==> src/rtl/ps2_scancode_decoder_pkg.sv <==
// ps2_pkg: Set-2 scan code constants, decoder state and event types (Pause ROM under PS2_DECODE_PAUSE_EN)
package ps2_pkg;
  localparam logic [7:0] PS2_EXT = 8'hE0;
  localparam logic [7:0] PS2_BRK = 8'hF0;
  localparam logic [7:0] PS2_PAUSE = 8'hE1;
  localparam logic [7:0] PS2_OVR0 = 8'h00;
  localparam logic [7:0] PS2_OVR1 = 8'hFF;
  typedef enum logic [2:0] {
    IDLE, EXT, BRK, EXT_BRK
`ifdef PS2_DECODE_PAUSE_EN
    , PAUSE
`endif
  } state_t;
  typedef struct packed {
    logic [7:0] code;
    logic brk;
    logic ext;
    logic pause;
  } ps2_event_t;
`ifdef PS2_DECODE_PAUSE_EN
  // bytes that must follow the leading E1 of the Pause make sequence
  localparam logic [0:6][7:0] PS2_PAUSE_SEQ = {8'h14, 8'h77, 8'hE1, 8'hF0, 8'h14, 8'hF0, 8'h77};
`endif
  function automatic logic is_prefix(input logic [7:0] b);
    return b == PS2_EXT || b == PS2_BRK;
  endfunction
endpackage

==> src/rtl/ps2_scancode_decoder_if.sv <==
// ps2_scancode_decoder_if: receiver byte stream in, key event valid/ready stream out
interface ps2_scancode_decoder_if;
  logic [7:0] rx_data;
  logic rx_ready;
  logic rx_valid;
  logic ev_valid;
  logic ev_ready;
  logic [7:0] ev_code;
  logic ev_break;
  logic ev_ext;
  logic ev_pause;
  modport master (
    input rx_data, rx_ready, rx_valid, ev_ready,
    output ev_valid, ev_code, ev_break, ev_ext, ev_pause
  );
  modport slave (
    output rx_data, rx_ready, rx_valid, ev_ready,
    input ev_valid, ev_code, ev_break, ev_ext, ev_pause
  );
endinterface

==> src/rtl/ps2_scancode_decoder_fifo.sv <==
// ps2_event_fifo: first-word-fall-through FIFO of key events with flush and occupancy
module ps2_event_fifo
  import ps2_pkg::*;
#(
  parameter int DEPTH = 8,
  localparam int AW = $clog2(DEPTH),
  localparam int LW = AW + 1
) (
  input logic clk,
  input logic rst_n,
  input logic flush,
  input logic push,
  input logic pop,
  input ps2_event_t din,
  output ps2_event_t head,
  output logic full,
  output logic empty,
  output logic [AW:0] level
);
  ps2_event_t mem [DEPTH];
  logic [AW-1:0] wp, rp;
  logic wr, rd;
  assign full = level == LW'(DEPTH);
  assign empty = level == '0;
  assign rd = pop & ~empty & ~flush;
  // a pop frees the slot a same-cycle push into a full FIFO needs
  assign wr = push & (~full | rd) & ~flush;
  assign head = empty ? '0 : mem[rp];
  always_ff @(posedge clk or negedge rst_n)
    if (!rst_n) begin
      wp <= '0;
      rp <= '0;
      level <= '0;
    end else if (flush) begin
      wp <= '0;
      rp <= '0;
      level <= '0;
    end else begin
      wp <= wp + AW'(wr);
      rp <= rp + AW'(rd);
      level <= level + LW'(wr) - LW'(rd);
    end
  always_ff @(posedge clk)
    if (wr) mem[wp] <= din;
endmodule

==> src/rtl/ps2_scancode_decoder.sv <==
// ps2_scancode_decoder: Set-2 scan codes to key events; Pause sequence decode under PS2_DECODE_PAUSE_EN
module ps2_scancode_decoder
  import ps2_pkg::*;
#(
  parameter int FIFO_DEPTH = 8,
  parameter int ERR_W = 8
) (
  input logic clk,
  input logic rst_n,
  ps2_scancode_decoder_if.master bus,
  input logic flush,
  input logic ovf_clr,
  output logic [$clog2(FIFO_DEPTH):0] fifo_level,
  output logic ovf,
  output logic [ERR_W-1:0] err_count
);
  state_t st, st_n;
  logic prev, stb, vld, push, err, full, empty, drop;
  logic [7:0] dat;
  ps2_event_t ev, head;
`ifdef PS2_DECODE_PAUSE_EN
  logic [2:0] idx, idx_n;
  always_ff @(posedge clk or negedge rst_n)
    if (!rst_n) idx <= '0;
    else idx <= idx_n;
`endif
  // bytes are registered with the edge strobe, so decode runs one cycle after rx_ready rises
  always_ff @(posedge clk or negedge rst_n)
    if (!rst_n) begin
      prev <= 1'b0;
      stb <= 1'b0;
      vld <= 1'b0;
      dat <= '0;
      st <= IDLE;
      err_count <= '0;
      ovf <= 1'b0;
    end else begin
      prev <= bus.rx_ready;
      stb <= bus.rx_ready & ~prev;
      vld <= bus.rx_valid;
      dat <= bus.rx_data;
      st <= st_n;
      err_count <= err_count + ERR_W'(err & ~&err_count);
      ovf <= drop | (ovf & ~ovf_clr);
    end
  always_comb begin
    st_n = st;
    push = 1'b0;
    err = 1'b0;
    ev = '{code: dat, default: '0};
`ifdef PS2_DECODE_PAUSE_EN
    idx_n = idx;
`endif
    if (stb) begin
      if (!vld || dat == PS2_OVR0 || dat == PS2_OVR1) begin
        st_n = IDLE;
        err = 1'b1;
      end else
        case (st)
          IDLE:
            if (dat == PS2_EXT) st_n = EXT;
            else if (dat == PS2_BRK) st_n = BRK;
`ifdef PS2_DECODE_PAUSE_EN
            else if (dat == PS2_PAUSE) begin
              st_n = PAUSE;
              idx_n = '0;
            end
`endif
            else push = 1'b1;
          EXT:
            if (dat == PS2_BRK) st_n = EXT_BRK;
            else if (dat != PS2_EXT) begin
              push = 1'b1;
              ev.ext = 1'b1;
              st_n = IDLE;
            end
          BRK, EXT_BRK: begin
            st_n = IDLE;
            err = is_prefix(dat);
            push = ~is_prefix(dat);
            ev.brk = 1'b1;
            ev.ext = st == EXT_BRK;
          end
`ifdef PS2_DECODE_PAUSE_EN
          PAUSE:
            if (dat != PS2_PAUSE_SEQ[idx]) begin
              err = 1'b1;
              st_n = IDLE;
            end else if (idx == 3'd6) begin
              push = 1'b1;
              ev.pause = 1'b1;
              st_n = IDLE;
            end else idx_n = idx + 3'd1;
`endif
          default: st_n = IDLE;
        endcase
    end
    if (flush) begin
      st_n = IDLE;
      push = 1'b0;
      err = 1'b0;
    end
  end
  assign drop = push & full & ~bus.ev_ready;
  ps2_event_fifo #(.DEPTH(FIFO_DEPTH)) u_fifo (
    .clk(clk),
    .rst_n(rst_n),
    .flush(flush),
    .push(push),
    .pop(bus.ev_ready),
    .din(ev),
    .head(head),
    .full(full),
    .empty(empty),
    .level(fifo_level)
  );
  assign bus.ev_valid = ~empty;
  assign bus.ev_code = head.code;
  assign bus.ev_break = head.brk;
  assign bus.ev_ext = head.ext;
`ifdef PS2_DECODE_PAUSE_EN
  assign bus.ev_pause = head.pause;
`else
  logic unused_pause;
  assign unused_pause = head.pause;
  assign bus.ev_pause = 1'b0;
`endif
endmodule

==> src/flat_wrapper.sv <==
// flat-port wrapper written by rule: the top's interface ports become plain ports
module ps2_scancode_decoder_flat import ps2_pkg::*;
#(
  parameter int FIFO_DEPTH = 8,
  parameter int ERR_W = 8
)
  (clk, rst_n, flush, ovf_clr, fifo_level, ovf, err_count, bus_rx_data, bus_rx_ready, bus_rx_valid, bus_ev_ready, bus_ev_valid, bus_ev_code, bus_ev_break, bus_ev_ext, bus_ev_pause);
  ps2_scancode_decoder_if bus_i ();
  input logic clk;
  input logic rst_n;
  input logic flush;
  input logic ovf_clr;
  output logic [$clog2(FIFO_DEPTH):0] fifo_level;
  output logic ovf;
  output logic [ERR_W-1:0] err_count;
  input wire logic [$bits(bus_i.rx_data)-1:0] bus_rx_data;
  input wire logic [$bits(bus_i.rx_ready)-1:0] bus_rx_ready;
  input wire logic [$bits(bus_i.rx_valid)-1:0] bus_rx_valid;
  input wire logic [$bits(bus_i.ev_ready)-1:0] bus_ev_ready;
  output wire logic [$bits(bus_i.ev_valid)-1:0] bus_ev_valid;
  output wire logic [$bits(bus_i.ev_code)-1:0] bus_ev_code;
  output wire logic [$bits(bus_i.ev_break)-1:0] bus_ev_break;
  output wire logic [$bits(bus_i.ev_ext)-1:0] bus_ev_ext;
  output wire logic [$bits(bus_i.ev_pause)-1:0] bus_ev_pause;
  assign bus_i.rx_data = bus_rx_data;
  assign bus_i.rx_ready = bus_rx_ready;
  assign bus_i.rx_valid = bus_rx_valid;
  assign bus_i.ev_ready = bus_ev_ready;
  assign bus_ev_valid = bus_i.ev_valid;
  assign bus_ev_code = bus_i.ev_code;
  assign bus_ev_break = bus_i.ev_break;
  assign bus_ev_ext = bus_i.ev_ext;
  assign bus_ev_pause = bus_i.ev_pause;
  ps2_scancode_decoder #(.FIFO_DEPTH(FIFO_DEPTH), .ERR_W(ERR_W)) u_core (.clk(clk), .rst_n(rst_n), .bus(bus_i), .flush(flush), .ovf_clr(ovf_clr), .fifo_level(fifo_level), .ovf(ovf), .err_count(err_count));
endmodule
==> config.mk <==
export PLATFORM = sky130hd
export DESIGN_NAME = ps2_scancode_decoder_flat
export DESIGN_NICKNAME = d
export VERILOG_FILES = /design/src/rtl/ps2_scancode_decoder_pkg.sv /design/src/rtl/ps2_scancode_decoder_if.sv /design/src/rtl/ps2_scancode_decoder_fifo.sv /design/src/rtl/ps2_scancode_decoder.sv /design/src/flat_wrapper.sv
export SDC_FILE = /design/constraint.sdc
export NUM_CORES = 1
export LEC_CHECK = 0
export CAP_MARGIN = 10
export CORE_ASPECT_RATIO = 0.7
export CORE_MARGIN = 4
export CORE_UTILIZATION = 30
export CTS_BUF_LIST = sky130_fd_sc_hd__clkbuf_16
export CTS_CLUSTER_SIZE = 14
export DETAILED_ROUTE_END_ITERATION = 16
export PLACE_DENSITY = 0.45
export SETUP_SLACK_MARGIN = 0.4
export SLEW_MARGIN = 15
export SYNTH_ARGS = -nofsm -noshare
export SYNTH_HDL_FRONTEND = slang
export SYNTH_SLANG_ARGS = --single-unit
==> constraint.sdc <==
create_clock -name clk -period 3.2 [get_ports clk]
set_clock_uncertainty 0.05 [all_clocks]
set_input_delay 0.64 -clock clk [delete_from_list [all_inputs] [get_ports clk]]
set_output_delay 0.64 -clock clk [all_outputs]
set_load 0.01 [all_outputs]
# Yosys cells after proc, flatten, opt, wreduce, memory -nomap -nowiden
# Memories as Yosys holds them, arrays and structs flattened.
# Cells that the tools add are included.
# W data, S select, Z words.
classes:
  n_mux: 30
  shifts: 0
  add_sub_neg: 5
  bitwise: 18
  n_reduce_logical: 12
  mul: 0
  div_mod_pow: 0
  eq_ne: 10
  magnitude_cmp: 0
ops:
  columns: ["cell", "count"]
  rows:
  - ["$mux W3", 9]
  - ["$eq A8 B8 Y1 const B", 3]
  - ["$mux W1", 14]
  - ["$mux W11", 1]
  - ["$ne A5 B2 Y1 const B", 2]
  - ["$and A1 B1 Y1", 9]
  - ["$add A8 B8 Y8", 1]
  - ["$logic_not A8 Y1", 1]
  - ["$ne A8 B8 Y1 const B", 1]
  - ["$reduce_and A8 Y1", 1]
  - ["$not A1 Y1", 7]
  - ["$add A3 B1 Y3", 2]
  - ["$eq A3 B2 Y1 const B", 2]
  - ["$pmux W3 S2", 1]
  - ["$add A4 B1 Y4", 1]
  - ["$eq A4 B4 Y1 const B", 1]
  - ["$logic_not A4 Y1", 1]
  - ["$mux W2", 2]
  - ["$mux W4", 1]
  - ["$sub A4 B1 Y4", 1]
  - ["$eq A3 B1 Y1 const B", 1]
  - ["$logic_not A3 Y1", 1]
  - ["$logic_or A1 B1 Y1", 3]
  - ["$pmux W1 S3", 1]
  - ["6 further kinds", 8]
word_totals:
  latchBits: 0
  mem_bits_ro: 0
  regBits: 33
  ram_bits: 80
  n_memories: 1
  word_cells: 86
  inputBits: 15
  output_inout_bits: 25
memory_table:
  columns: ["memory", "words", "word_bits", "rd", "rd_ports_with_merged_regs", "wr", "line_no", "rtl"]
  rows:
  - ["u_core.u_fifo.mem", 8, 10, 1, 0, 1, "ps2_scancode_decoder_fifo.sv:20", "ps2_event_t mem [DEPTH];"]

# Logic depth before layout (Yosys ltp)
logic_depth:
  word_depth: 12
  ltp_mapped: 12
  ltp_nobuf: 12

# By module
# From an unflattened synthesis, not the netlist that was laid out.
hier_totals:
  hier_cells: 267
  hier_area_um2: 4855.9
modules_own_cells:
  columns: ["module", "area_each_um2", "n_inst", "seq_area_each_um2", "cells_per_inst"]
  rows:
  - ["ps2_event_fifo", 3955.0, 1, 2892.8, 193]
  - ["ps2_scancode_decoder", 900.9, 1, 550.5, 74]

# Worst setup path before layout
# No wires, ideal clock.
synth_path:
  path_kind: "register to register"
  from: "reg u_core.u_fifo.level[2]"
  to: "mem u_core.u_fifo.mem[0][0] (netlist name), enable pin"
  path_buffers: 0
  setup_slack_ps: 353
  t_required_ps: 2746
  path_stages_with_launch: 7
  setup_ps: 404
  arrival_ps: 2393
  path_cell_list: "dfrtp_1 -> inv_1 -> ha_1 -> or3b_4 -> a31oi_4 -> o21ai_4 -> nor4_1"
synth_between:
  elab_chain_cells: 9
  word_cells_on_any_way: 11
synth_lines:
  columns: ["item", "line_no", "rtl"]
  rows:
  - ["from (decl)", "ps2_scancode_decoder_fifo.sv:18", "output logic [AW:0] level"]
  - ["from (signal assigned)", "ps2_scancode_decoder_fifo.sv:41", "level <= level + LW'(wr) - LW'(rd);"]
  - ["$logic_not A4 Y1", "ps2_scancode_decoder_fifo.sv:24", "assign empty = level == '0;"]
  - ["$not A1 Y1", "ps2_scancode_decoder_fifo.sv:25", "assign rd = pop & ~empty & ~flush;"]
  - ["$and A1 B1 Y1 (2 in a row)", "ps2_scancode_decoder_fifo.sv:25", null]
  - ["$or A1 B1 Y1 (*)", "ps2_scancode_decoder_fifo.sv:27", "assign wr = push & (~full | rd) & ~flush;"]
  - ["$and A1 B1 Y1 (*) (2 in a row)", "ps2_scancode_decoder_fifo.sv:27", null]
  - ["$mux W1 (*)", "ps2_scancode_decoder_fifo.sv:44", "if (wr) mem[wp] <= din;"]
  - ["$mux W1 (implied by the code) (*)", "ps2_scancode_decoder_fifo.sv:44", null]
  - ["to (decl)", "ps2_scancode_decoder_fifo.sv:20", null]
# Every way passes the cells marked *; elsewhere a longest branch is shown, timed or not.

# Worst setup path after layout
layout_path:
  from: "reg u_core.u_fifo.rp[0]"
  to: "out bus_ev_ext"
layout_between:
  elab_chain_cells: 2
layout_lines:
  columns: ["item", "line_no", "rtl"]
  rows:
  - ["from (decl)", "ps2_scancode_decoder_fifo.sv:21", "logic [AW-1:0] wp, rp;"]
  - ["from (signal assigned)", "ps2_scancode_decoder_fifo.sv:40", "rp <= rp + AW'(rd);"]
  - ["$mem_v2 Z8 W10", null, null]
  - ["$mux W11", "ps2_scancode_decoder_fifo.sv:28", "assign head = empty ? '0 : mem[rp];"]
  - ["to (decl)", "flat_wrapper.sv:23", "output wire logic [$bits(bus_i.ev_ext)-1:0] bus_ev_ext;"]
# Every way passes these cells.

==> reports/qor.txt <==
outcome - complete, no violations
Post-synth EDFFs - 80
crit path DAT - 2.07 ns
Post-synth top flop - edfxtp_1
DP Worst Slack - 0.105 ns
DRT iter0 DRCs - 112
H-tree depth - 3
post-synth net total - 280
PD cells - 616 mW/mm2
fillers - 1385
Routed Antenna Nets - 0
syn avg cell area - 18.1 um2
Seq/Total Area, Yosys - 70.2%
WS Path Type - reg2out
CP required - 2.51 ns
CTS tree - done
r2r setup slk - 0.66 ns
crit-path max FO - 5
Die X - 155 um
Overall Power - 3.47 mW
asr flop ratio synth - 28.6%
nets@finish - 342
Syn. warnings - 0
Die Ht - 111 um
pin count of the biggest net entering global routing - 33
initial core utilization - 30.8%
post-CTS setup buffer count - 0
top post-synthesis cells by count - 80 x edfxtp_1, 32 x dfrtp_1, 20 x mux4_2
Yosys reg bits - 112
CP max-delay cell - dfrtp_2
Critical R2R Capture - u_core.u_fifo.level[2]
Clock Sinks - 112
Synth Cell Area - 0.00456 mm2
port bufs - 38
total number of vias - 2359
diodes inserted - 0
Unique masters post-synth - 40
count leader, synth - edfxtp_1
post-detail-place hpwl - 6280 um
Critical Path, Cell by Cell - clkbuf_16, mux4_2, a22o_1, dlygate4sd2_1
final hold violations - 0
drt pass-1 iters - 4
Setup WS post-layout - 0.442 ns
share of cells above drive strength 1 - 24.8%
WL/cell - 18.9 um
grt ovf - 0
die area - 0.0173 mm2
drt total wl - 9730 um
total track usage - 12.0%
startpoint type of the worst setup path - register
area leader, netlist - edfxtp_1
max-slew violation count - 0
Clock Path Buffers - 2
Clock Latency Late Sink - 0.35 ns
crit path capture type - output port
setup TNS - 0 ns
fin crit share - 86.2%
Root Driver - clkbuf_16
Slew Limit Headroom - 48.5%
post-DR vias/cell - 4.59
# rows - 37
first-pass GRT wire length - 15500 um
hold buffers post-CTS - 0
Worst Reg-to-Reg Cells - 11
initial antenna violation count - 0
TritonCTS Buffers - 9
final setup fails - 0
vias in the first global route - 2573
CP max stage delay - 0.54 ns
Synth top area share - 52.6%
Least-Margin Pin Slew - 0.772 ns
IR drop worst, VDD - 0.243 mV
Layout area overhead - 23.4%
dominant cells by area after synthesis - edfxtp_1 53%, dfrtp_1 18%, mux4_2 9.9%, ha_1 3.3%, a22o_1 2.1%
Peak Freq - 363 MHz
Ports - 40
max_cap viols - 0
Final min period - 2.76 ns
core area - 0.0148 mm2
drt drc - 0
Hold WC Path Type - in2async
Reg-to-Reg Start - u_core.u_fifo.level[3]
leakage - 2.03 nW
clock-pin slew on the worst setup and hold paths - 0.07 ns
Syn Inst Count - 252
GPL Wtd Cong - 0.688
RSZ-0062 raised after global routing - yes
[area by class of cell]
cell class / count / area (um2) / area share, %
inverter: 9 / 33.8 / 0.600
clock inverter: 7 / 40.0 / 0.711
multi-input combinational: 123 / 1310 / 23.2
clock buffer: 9 / 225 / 4.00
sequential: 112 / 3210 / 56.9
tap: 195 / 244 / 4.33
timing repair buffer: 59 / 573 / 10.2
[cells by family (layout without fill, tap and decap cells)]
kind of cell,count (synthesis),in the layout,synth area share (%)
fa+ha+maj,13,13,3.73
buf+inv,17,84,1.54
compound gates,24,24,4.28
flops,112,112,70.2
xor+xnor,10,10,1.92
mux,20,20,9.87
simple gates,55,55,8.39
other cells,1,1,0.0822
[critical path: cells and delay by family, from the launching register on]
family	cells	cell delay, ns
buf+inv	2	0.50
compound gates	1	0.18
flops	1	0.54
mux	1	0.50
[power by group]
group,internal (mW),switching [mW]
sequential,1.61,0.0826
combinational,0.413,0.344
clock,0.523,0.495
total,2.54,0.922
[per-layer routing]
metal / global-route usage, % / part of all wire [%] / vias to the layer above
li1: - / - / 1100
met1: 17.7 / 50 / 1207
met2: 17.6 / 45 / 39
met4: 2.80 / 0.99 / 0
met5: 0 / 0 / -
met3: 3.36 / 4.2 / 13
[repair_timing]
item	CTS	global route
setup endpoints to repair	10	11
cloned	1	2
gates resized for setup	15	19
pin swaps	1	2
[worst max-delay path by stage]
stage / from / to / cells past startpoint
5_1_grt: u_core.u_fifo.rp[0] / bus_ev_ext / 4
4_1_cts: u_core.u_fifo.rp[0] / bus_ev_code[4] / 4
3_5_place_dp: flush / u_core.u_fifo.level[2] / 10
2_1_floorplan: flush / u_core.u_fifo.level[2] / 9
6_report: u_core.u_fifo.rp[0] / bus_ev_ext / 4
3_3_place_gp: flush / u_core.u_fifo.level[2] / 10
[stage by stage]
step | instance area [um2] | hold WS [ns] | cells | util, %
floorplan | 4570 | 0.294 | 252 | -
global placement | 5300 | 0.343 | 495 | 35.8
detailed placement | 5300 | 0.342 | 495 | 35.8
CTS | 5590 | 0.340 | 512 | 37.8
global route | 5630 | 0.369 | 514 | 38.0
finish | 5630 | 0.312 | 514 | 38.0
[sequential cells by signal, summed over array words and instances, names as in the netlist]
name,count
u_core.dat,8
u_core.err_count,8
u_core.ovf,1
u_core.prev,1
u_core.st,2
u_core.stb,1
u_core.u_fifo.level,4
u_core.u_fifo.mem,80
u_core.u_fifo.rp,3
u_core.u_fifo.wp,3
u_core.vld,1
[layout by cell type, fill, tap and decap left out, types with 2 or more instances in the layout]
| master | n |
|---|---|
| nor2b_1 | 5 |
| inv_1 | 9 |
| mux4_2 | 20 |
| nand2b_1 | 2 |
| xnor2_1 | 8 |
| dfrtp_2 | 2 |
| clkdlybuf4s50_1 | 27 |
| and2_1 | 3 |
| o21ai_0 | 3 |
| nand4_1 | 4 |
| and3b_1 | 2 |
| nand3_1 | 4 |
| inv_2 | 4 |
| dfrtp_1 | 30 |
| buf_4 | 16 |
| clkdlybuf4s15_1 | 3 |
| nand2_1 | 6 |
| edfxtp_1 | 80 |
| a21oi_1 | 5 |
| nand3b_1 | 2 |
| nor4b_2 | 3 |
| and4_1 | 2 |
| nor4_1 | 2 |
| ha_1 | 11 |
| and2b_1 | 3 |
| nor2_1 | 8 |
| a22o_1 | 11 |
| xor2_1 | 2 |
| clkbuf_2 | 6 |
| clkbuf_16 | 11 |
(Power assumes the default switching activity.)
